==> config.mk <==
export PLATFORM = sky130hd
export DESIGN_NAME = ex_stage
export DESIGN_NICKNAME = d
export VERILOG_FILES = /design/src/rtl/ex_stage.sv
export SDC_FILE = /design/constraint.sdc
export NUM_CORES = 1
export LEC_CHECK = 0
export ABC_AREA = 1
export BUFFER_PORTS_ARGS = -buffer_cell sky130_fd_sc_hd__buf_2
export CORE_MARGIN = 4
export CORE_UTILIZATION = 35
export DETAILED_ROUTE_END_ITERATION = 8
export GPL_ROUTABILITY_DRIVEN = 0
export PLACE_DENSITY_LB_ADDON = 0.05
export SYNTH_ARGS = -nofsm -noshare
export SYNTH_HDL_FRONTEND = slang
export SYNTH_SLANG_ARGS = --single-unit
==> constraint.sdc <==
create_clock -name clk -period 2.75 [get_ports clk]
set_clock_uncertainty 0.05 [all_clocks]
set_input_delay 0 -clock clk [delete_from_list [all_inputs] [get_ports clk]]
set_output_delay 0 -clock clk [all_outputs]
set_load 0.01 [all_outputs]
==> src/rtl/ex_stage.sv <==
// EX pipeline stage: ALU, branch-target adder and the EX/MEM register.
// Define EX_MULT_EN to include the iterative shift-add multiplier; otherwise MUL decodes as undefined.
module ex_stage (
  input  logic        clk,
  input  logic        rst,
  input  logic        in_flush,
  input  logic [6:0]  in_ctrl,
  input  logic [3:0]  in_alu_op,
  input  logic        in_alu_src,
  input  logic        in_reg_dst,
  input  logic [31:0] in_read_data_1,
  input  logic [31:0] in_read_data_2,
  input  logic [31:0] in_imm,
  input  logic [31:0] in_pc_plus4,
  input  logic [4:0]  in_rt,
  input  logic [4:0]  in_rd,
  output logic [6:0]  ctrl_out,
  output logic [31:0] alu_result,
  output logic [31:0] write_data,
  output logic [31:0] branch_target,
  output logic        zero,
  output logic [4:0]  write_back_destination,
  output logic        stall
);

  localparam logic [3:0] OpAnd = 4'b0000;
  localparam logic [3:0] OpOr  = 4'b0001;
  localparam logic [3:0] OpAdd = 4'b0010;
  localparam logic [3:0] OpSub = 4'b0110;
  localparam logic [3:0] OpSlt = 4'b0111;
  localparam logic [3:0] OpNor = 4'b1100;
  localparam logic [3:0] OpSll = 4'b1000;
  localparam logic [3:0] OpSrl = 4'b1001;
`ifdef EX_MULT_EN
  localparam logic [3:0] OpMul = 4'b1010;
`endif

  logic [31:0] op_b;
  logic [4:0]  shamt;
  logic [31:0] alu_res;
  logic [31:0] res;
  logic [31:0] br_tgt;
  logic [4:0]  dest;
  logic        bubble;

  always_comb begin
    op_b   = in_alu_src ? in_imm : in_read_data_2;
    shamt  = in_imm[10:6];
    br_tgt = in_pc_plus4 + {in_imm[29:0], 2'b00};
    dest   = in_reg_dst ? in_rd : in_rt;
    alu_res = 32'd0;
    case (in_alu_op)
      OpAnd:   alu_res = in_read_data_1 & op_b;
      OpOr:    alu_res = in_read_data_1 | op_b;
      OpAdd:   alu_res = in_read_data_1 + op_b;
      OpSub:   alu_res = in_read_data_1 - op_b;
      OpSlt:   alu_res = ($signed(in_read_data_1) < $signed(op_b)) ? 32'd1 : 32'd0;
      OpNor:   alu_res = ~(in_read_data_1 | op_b);
      OpSll:   alu_res = op_b << shamt;
      OpSrl:   alu_res = op_b >> shamt;
      default: alu_res = 32'd0;
    endcase
  end

`ifdef EX_MULT_EN
  typedef enum logic {StIdle, StBusy} state_e;

  state_e      state_q;
  logic [4:0]  cnt_q;
  logic [31:0] mul_a_q;
  logic [31:0] mul_b_q;
  logic [31:0] mul_acc_q;
  logic [31:0] mul_acc_d;
  logic        is_mul;

  // The last iteration is folded into the value registered on the final edge.
  assign mul_acc_d = mul_acc_q + (mul_b_q[0] ? mul_a_q : 32'd0);
  assign is_mul    = (in_alu_op == OpMul);
  assign stall     = !rst && (((state_q == StIdle) && is_mul) ||
                              ((state_q == StBusy) && (cnt_q != 5'd31)));

  always_comb begin
    bubble = in_flush || stall;
    res    = (state_q == StBusy) ? mul_acc_d : alu_res;
  end
`else
  assign stall = 1'b0;

  always_comb begin
    bubble = in_flush;
    res    = alu_res;
  end
`endif

  always_ff @(posedge clk or posedge rst) begin
    if (rst) begin
      ctrl_out               <= 7'd0;
      alu_result             <= 32'd0;
      write_data             <= 32'd0;
      branch_target          <= 32'd0;
      zero                   <= 1'b0;
      write_back_destination <= 5'd0;
`ifdef EX_MULT_EN
      state_q                <= StIdle;
      cnt_q                  <= 5'd0;
      mul_a_q                <= 32'd0;
      mul_b_q                <= 32'd0;
      mul_acc_q              <= 32'd0;
`endif
    end else begin
      if (bubble) begin
        ctrl_out               <= 7'd0;
        alu_result             <= 32'd0;
        write_data             <= 32'd0;
        branch_target          <= 32'd0;
        zero                   <= 1'b0;
        write_back_destination <= 5'd0;
      end else begin
        ctrl_out               <= in_ctrl;
        alu_result             <= res;
        write_data             <= in_read_data_2;
        branch_target          <= br_tgt;
        zero                   <= (res == 32'd0);
        write_back_destination <= dest;
      end
`ifdef EX_MULT_EN
      if (in_flush) begin
        state_q <= StIdle;
        cnt_q   <= 5'd0;
      end else begin
        unique case (state_q)
          StIdle: begin
            if (is_mul) begin
              state_q   <= StBusy;
              cnt_q     <= 5'd0;
              mul_a_q   <= in_read_data_1;
              mul_b_q   <= op_b;
              mul_acc_q <= 32'd0;
            end
          end
          StBusy: begin
            mul_acc_q <= mul_acc_d;
            mul_a_q   <= mul_a_q << 1;
            mul_b_q   <= mul_b_q >> 1;
            cnt_q     <= cnt_q + 5'd1;
            if (cnt_q == 5'd31) state_q <= StIdle;
          end
          default: state_q <= StIdle;
        endcase
      end
`endif
    end
  end

endmodule

* Yosys cells after proc, flatten, opt, wreduce, memory -nomap -nowiden
Cells that the tools add are included.
Operators by class: add/sub/neg operators 3, multiplexer cells 10, reduce and logical (&&, ||, !) cells 2, eq/ne operators 7, bitwise operators 3, $lt $le $gt $ge 1, shift-type cells 2
Operator list (count):
- one-hot mux 32 bit (8 select lines) | 1
- two-way mux 32 bit | 4
- adder 32 bit | 2
- AND 32 bit | 1
- zero test 32 bit | 1
- < comparator 32 bit | 1
- NOT 32 bit | 1
- bitwise OR 32 bit | 1
- << shifter 32 x 5 -> 32 bit | 1
- right shift 32 x 5 -> 32 bit | 1
- subtractor 32 bit | 1
- == test 4 bit, second input constant | 3
- two-way mux 5 bit | 2
- == test 4 x 3 -> 1 bit, second input constant | 2
- two-way mux 7 bit | 1
- == test 4 x 1 -> 1 bit, second input constant | 1
- == test 4 x 2 -> 1 bit, second input constant | 1
- zero test 4 bit | 1
- two-way mux 1 bit | 2
Word-level totals: register bits 109, output and inout port bits 110, input port bits 154

* Logic depth before layout (Yosys ltp)
Gate-level depths: netlist of run 1.
depth in word-level cells 6, gate-level depth with buffers 26

* Worst setup path after synthesis of run 1
No wires, ideal clock.
path kind input -> register, start input in_alu_src, end register zero, cell stages on the path 23, data arrival time 2.449 ns, path slack 0.179 ns, path buffers 2, setup time 0.071 ns, cell sequence buf_6 buf_8 o21ai_1 ha_1 inv_1 fa_1 inv_1 nand3_1 nand2_1 nand2_1 nand2_1 nand2_1 nand2_1 nand2_1 nand3_1 nand2_1 nand2_1 nor2_1 nor3_1 nand2_1 nor2_1 nand2_1 nor2_1
Between the ends: cells in the longest elaborated chain, start to end 6, elaborated cells on any way between the ends 13
RTL lines:
- start, declared | RTL line 9 | input logic in_alu_src,
- two-way mux 32 bit * | RTL line 47 | op_b = in_alu_src ? in_imm : in_read_data_2;
- < comparator 32 bit / bitwise OR 32 bit (equally long branches) | RTL line 57, 54, 58
- two-way mux 1 bit / NOT 32 bit (equally long branches) | RTL line 57, 58
- one-hot mux 32 bit (8 select lines) * | RTL line 52 | case (in_alu_op)
- zero test 32 bit * | RTL line 123 | zero <= (res == 32'd0);
- two-way mux 1 bit * | RTL line 111 | if (bubble) begin
- end signal, assigned | RTL line 123
- end, declared | RTL line 21 | output logic zero,
Every way passes the cells marked *; elsewhere a longest branch is shown, timed or not.

* Final worst setup path of run 1
Same ends and word-level chain as after synthesis.

==> impl_metrics.yaml, run 1 <==
pwr:
  peakVddDrop_v: 0.000231
  p_leak_uw: 0.0125
  p_total_uw: 7430
  clkPwrFrac: 0.171
  p_switching_uw: 3310
  switching_share: 0.445
  intPower_uw: 4120
  power_density_nw_per_um2: 339
  power_frac_comb: 0.593
  seq_power_share: 0.236
sta:
  fin_tns_setup_ns: 0
  tightest_slew_ns: 0.993
  drv_slew: 0
  whs_ns: 0.0392
  fmax_mhz: 375
  finalSetupViolCount: 0
  min_period_ns: 2.67
  relSlewSlack: 0.336
  finalCritPeriodShare: 0.969
  rsz0062_at_grt: "true"
  hold_viol: 0
yosys:
  synth_common_cells: "nand2_1, nand3_1, inv_1"
  netlist_area_um2: 15300
  synth.most_common_cell: "nand2_1"
  synth_cell_type_count: 46
  ys_seq_elements: 109
  ys_top_cells_by_area: "dfrtp_1, nand2_1, nand3_1, ha_1, inv_1"
  synthCells: 2690
  synth_top_cell_by_area: "dfrtp_1"
  yosysWarnings: 0
  synth-async-reset-ratio: 1.00
  synth.net_count: 2984
  ys.flop_type: "dfrtp_1"
  yosysSeqAreaShare: 0.178
  synth_area_per_cell_um2: 5.69
  synth_edf_count: 0
  synth_top_area_frac: 0.178
run_status:
  status: "complete, no violations"
global_route:
  grt_max_degree: 75
  grt_pass1_vias: 20180
  grt_pass1_wl_um: 119000
  grt_use_met2: 0.515
  overflow: 0
  grt_antenna_before_repair: 4
  grt.busiest_layer: "met2"
  track_usage: 0.325
  grt.met3_usage: 0.0681
  grt_use_met1: 0.439
worst_setup_path:
  startpoint_type: "input pin"
  arrival_ns: 2.95
  required_ns: 3.03
  path_class: "in2reg"
  critPathMaxFanout: 9
  end_kind: "flip-flop"
detailed_routing:
  antenna_left: 0
  drtIter0Drc: 2508
  via_per_inst: 5.27
  routed_wl_um: 78800
  wl_per_cell_um: 19.8
  drt_pass1_iterations: 8
  drc_errors: 0
  via_count: 21026
clocking:
  clock_sinks: 109
  cts_tree: "done"
  clk_pin_slew_worst_paths_ns: 0.08
  cts_inserted_buffers: 9
  cts-root-buf: "clkbuf_16"
  htree_levels: 3
  cts_buffer_depth: 2
hold_path:
  min_path_type: "in2reg"
layout:
  drive_gt1_frac: 0.255
  layout.cells.non_filler: 3988
  fin_nets: 3689
  areaGrowthSynthToFinish_pct: 43.4
place:
  place_hpwl_um: 65600
  place.port_buffers: 262
  place_inst: 3884
floorplanning:
  die_width_um: 217
  rows: 76
  die_y_um: 217
  core_area_um2: 43200
  start_util: 0.354
  io_pins: 264
  fp.dieArea_um2: 47100
job:
  drv_cap: 0
==> flip-flops by register name, summed over array words and instances (netlist names) <==
name and flops:
alu_result 32, branch_target 32, ctrl_out 7, write_back_destination 5, write_data 32, zero 1
==> metal layers <==
| metal | part of all wire | vias to the layer above |
|---|---|---|
| li1 | - | 10099 |
| met1 | 0.43 | 9709 |
| met2 | 0.44 | 1073 |
| met3 | 0.097 | 143 |
| met4 | 0.040 | 2 |
| met5 | 0.00016 | - |
==> per-stage QoR <==
stage | utilization | area (um^2) | worst slack (ns)
floorplan | - | 15300 | 0.179
global placement | 0.471 | 20300 | -0.748
detailed placement | 0.471 | 20300 | -0.774
CTS | 0.498 | 21500 | -0.0228
global route | 0.508 | 21900 | -0.0514
finish | 0.508 | 21900 | 0.0849
==> final cells by class <==
| class | instances | area (um^2) |
|---|---|---|
| Antenna cell | 3 | 7.51 |
| Clock buffer | 10 | 229 |
| Clock inverter | 6 | 46.3 |
| Fill cell | 4704 | 21200 |
| Inverter | 400 | 1510 |
| Multi-Input combinational cell | 2080 | 11000 |
| Sequential cell | 109 | 2730 |
| Tap cell | 585 | 732 |
| Timing Repair Buffer | 795 | 5670 |
==> final timing paths <==
kind,start,end,slack [ns],cells past startpoint
worst min-delay path,in_pc_plus4[6],branch_target[6],0.04,4
min in group asynchronous,rst,branch_target[22],0.28,3
worst max-delay path,in_alu_src,zero,0.08,18
max in group asynchronous,rst,branch_target[11],1.74,4
==> power groups by stage <==
stage | sequential, uW | combinational (uW) | clock (uW)
floorplan | 1850 | 2010 | 0
global placement | 1780 | 4030 | 0
detailed placement | 1780 | 4050 | 0
CTS | 1750 | 4190 | 1320
global route | 1760 | 4780 | 1380
finish | 1750 | 4410 | 1270
==> critical path, cell delays in order <==
cell	delay (ns)
buf_12	0.13
buf_4	0.16
o21ai_2	0.16
buf_4	0.16
inv_1	0.06
ha_2	0.38
buf_4	0.13
inv_1	0.06
a21oi_1	0.13
nand2_1	0.10
nand3b_1	0.29
o21ai_1	0.27
nand3_1	0.18
nor2_2	0.22
nand3_1	0.16
nor2_4	0.16
nand3_1	0.08
nor2_1	0.09
==> kinds of logic (layout without fill, tap and decap cells) <==
logic type,count (synthesis),after routing,share of synthesized area
buf+inv,501,1211,0.131
compound gates,304,304,0.110
other cells,1,4,0.000245
flops,109,109,0.178
simple gates,1626,1626,0.459
fa+ha+maj,140,140,0.116
xor+xnor,9,9,0.00515
==> cell usage in the layout, fill, tap and decap left out, types with 9 or more instances in the layout <==
cell and count:
a21oi_1 132, buf_12 11, buf_2 261, buf_4 442
clkbuf_16 10, dfrtp_1 109, dlygate4sd3_1 80, ha_1 120
ha_4 9, inv_1 389, nand2_1 687, nand2_2 24
nand3_1 506, nand3_2 20, nand4_1 38, nor2_1 280
nor2_2 31, nor3_1 11, o21ai_0 74, o21ai_1 11
o21ai_2 12, o21bai_1 15, o22ai_1 17
==> what timing repair did <==
action                     4_1_cts  5_1_grt
pin swaps                        0        9
hold buffers                    80        0
setup endpoints to repair        7       20
cloned                           0        1
hold endpoints to repair        90        0
setup buffers                    0        4
resized for setup               31       97
Power figures use the tool's default switching activity.
==> run 2, diff against run 1 <==
--- a/config.mk
+++ b/config.mk
@@ -11,7 +11,8 @@
 export CORE_UTILIZATION = 35
 export DETAILED_ROUTE_END_ITERATION = 8
 export GPL_ROUTABILITY_DRIVEN = 0
-export PLACE_DENSITY_LB_ADDON = 0.05
+export GPL_TIMING_DRIVEN = 1
+export PLACE_DENSITY_LB_ADDON = 0.12
 export SYNTH_ARGS = -nofsm -noshare
 export SYNTH_HDL_FRONTEND = slang
 export SYNTH_SLANG_ARGS = --single-unit
==> run 2 against run 1 <==
Against the previous run:
- cell area is 1.3% higher
- hold slack worse by 0.011 ns
- count of clock-buffer cells in the layout stayed put
- global-route usage fell by 1.1 points
- critical path depth increased by 6
- sequential power barely moved
- utilization increased by 0.66 points
- cell count down 0.23%
- first-iteration DRC count decreased by 1.6%
- critical endpoint unchanged
- highest routed layer unchanged
==> impl_metrics.yaml, run 2 (synthesis results as in run 1) <==
run_status:
  status: "complete, no violations"
sta:
  drv_slew: 0
  fmax_mhz: 370
  finalSetupViolCount: 0
  hold_viol: 0
  finalCritPeriodShare: 0.982
  relSlewSlack: 0.302
  final.setup.worst_slack_ns: 0.0495
  min_period_ns: 2.70
  tightest_slew_ns: 1.04
  whs_ns: 0.0282
  rsz0062_at_grt: "true"
clocking:
  clock_sinks: 109
  cts_tree: "done"
  clk_pin_slew_worst_paths_ns: 0.08
  cts-root-buf: "clkbuf_16"
  cts_buffer_depth: 2
  cts_inserted_buffers: 9
  htree_levels: 3
floorplanning:
  start_util: 0.354
  die_y_um: 217
  io_pins: 264
  fp.dieArea_um2: 47100
  rows: 76
  die_width_um: 217
  core_area_um2: 43200
worst_setup_path:
  arrival_ns: 2.95
  required_ns: 3.00
  slowest_delay_ns: 0.30
  path_cells: "buf_8 > buf_12 > buf_4 > nand2_1 > o21ai_2 > inv_1 > ha_4 > inv_1 > a21oi_2 > nand2_2 > buf_4 > nand2_1 > nand2_2 > buf_4 > buf_4 > nand2_1 > nand4_1 > nand3_2 > nand4_1 > nor2_1 > nand2_1 > nor2_1 > nand3_1 > nor2_1"
  crit_buf_inv: 8
  critPathMaxFanout: 6
  end_kind: "flip-flop"
  path_class: "in2reg"
  crit_family: "simple AND/OR/NAND/NOR gates"
  slowest_stage: "ha_4"
  startpoint_type: "input pin"
layout:
  layout_common_cells: "nand2_1, nand3_1, buf_4"
  areaGrowthSynthToFinish_pct: 45.3
  top_regs: "alu_result: 32 flops, branch_target: 32 flops, write_data: 32 flops"
  drive_gt1_frac: 0.269
  final_common_cell: "nand2_1"
  fin_nets: 3679
detailed_routing:
  antenna_left: 0
  wl_per_cell_um: 19.3
  drtIter0Drc: 2469
  routed_wl_um: 77000
  drc_errors: 0
  via_count: 21118
  drt_pass1_iterations: 8
  via_per_inst: 5.31
hold_path:
  min_path_type: "in2reg"
global_route:
  grt_antenna_before_repair: 5
  track_usage: 0.314
  grt_pass1_wl_um: 115000
  grt_pass1_vias: 20118
  overflow: 0
  grt_max_degree: 75
pwr:
  p_leak_uw: 0.0126
  power_density_nw_per_um2: 342
  peakVddDrop_v: 0.000330
place:
  place_hpwl_um: 63500
  place.port_buffers: 262
  post-place-ws_ns: -0.897
job:
  drv_cap: 0
==> run 2: cell count changes in the layout (fill, tap and decap cells not counted), moves of 5 or more <==
cell,before,now
nand3_1,506,493
ha_1,120,113
o21ai_1,11,16
nand2_1,687,681
ha_4,9,14
a21oi_1,132,125
nor2_4,5,15
buf_4,442,429
nand3_2,20,33
a21oi_2,5,11
nor2_1,280,265
nor2_2,31,36
o21ai_0,74,69
==> run 2: worst paths after layout <==
check / from / endpoint / slack, ns / cells past startpoint
max: in_alu_src / zero / 0.05 / 24
min: in_imm[18] / branch_target[20] / 0.03 / 3
max in group asynchronous: rst / write_data[5] / 1.67 / 4
min in group asynchronous: rst / ctrl_out[4] / 0.22 / 3
==> run 2: per-layer routing <==
metal  track usage  part of all wire
met5             0          0.000091
met4         0.145             0.051
met3        0.0588             0.095
met2         0.493              0.44
met1         0.420              0.42
==> run 2: area by class of cell <==
cell class	count	area, um^2
Antenna cell	4	10.0
Timing Repair Buffer	785	5610
Multi-Input combinational cell	2080	11300
Clock inverter	6	70.1
Tap cell	585	732
Sequential cell	109	2730
Inverter	400	1510
Fill cell	4563	21000
Clock buffer	10	239
==> run 2: tightest hold or removal path, cell delays in order <==
cell and delay, ns:
buf_2 0.13, ha_1 0.22, a21oi_1 0.08
==> run 2: metrics by stage <==
step	setup TNS (ns)	area (um^2)	std cells	total power, uW	utilization
after floorplan	0	15300	2690	3860	-
after global placement	-10.69	20200	3866	5770	0.467
after detailed placement	-11.14	20200	3866	5780	0.467
after CTS	0	21500	3966	7360	0.499
after global routing	-0.0486	22200	3979	8090	0.515
final	0	22200	3979	7600	0.515
==> run 2: repair_timing <==
| action | 4_1_cts | 5_1_grt |
|---|---|---|
| setup endpoints to repair | 10 | 17 |
| hold endpoints to repair | 95 | 0 |
| gates cloned | 0 | 2 |
| hold buffers | 81 | 0 |
| resized for setup | 54 | 152 |
| buffers inserted | 3 | 7 |
| pin swaps | 8 | 24 |
==> run 2: report_power, final <==
group,internal [uW],switching (uW)
sequential,1720,31.4
clock,738,634
combinational,1840,2640
total,4300,3300
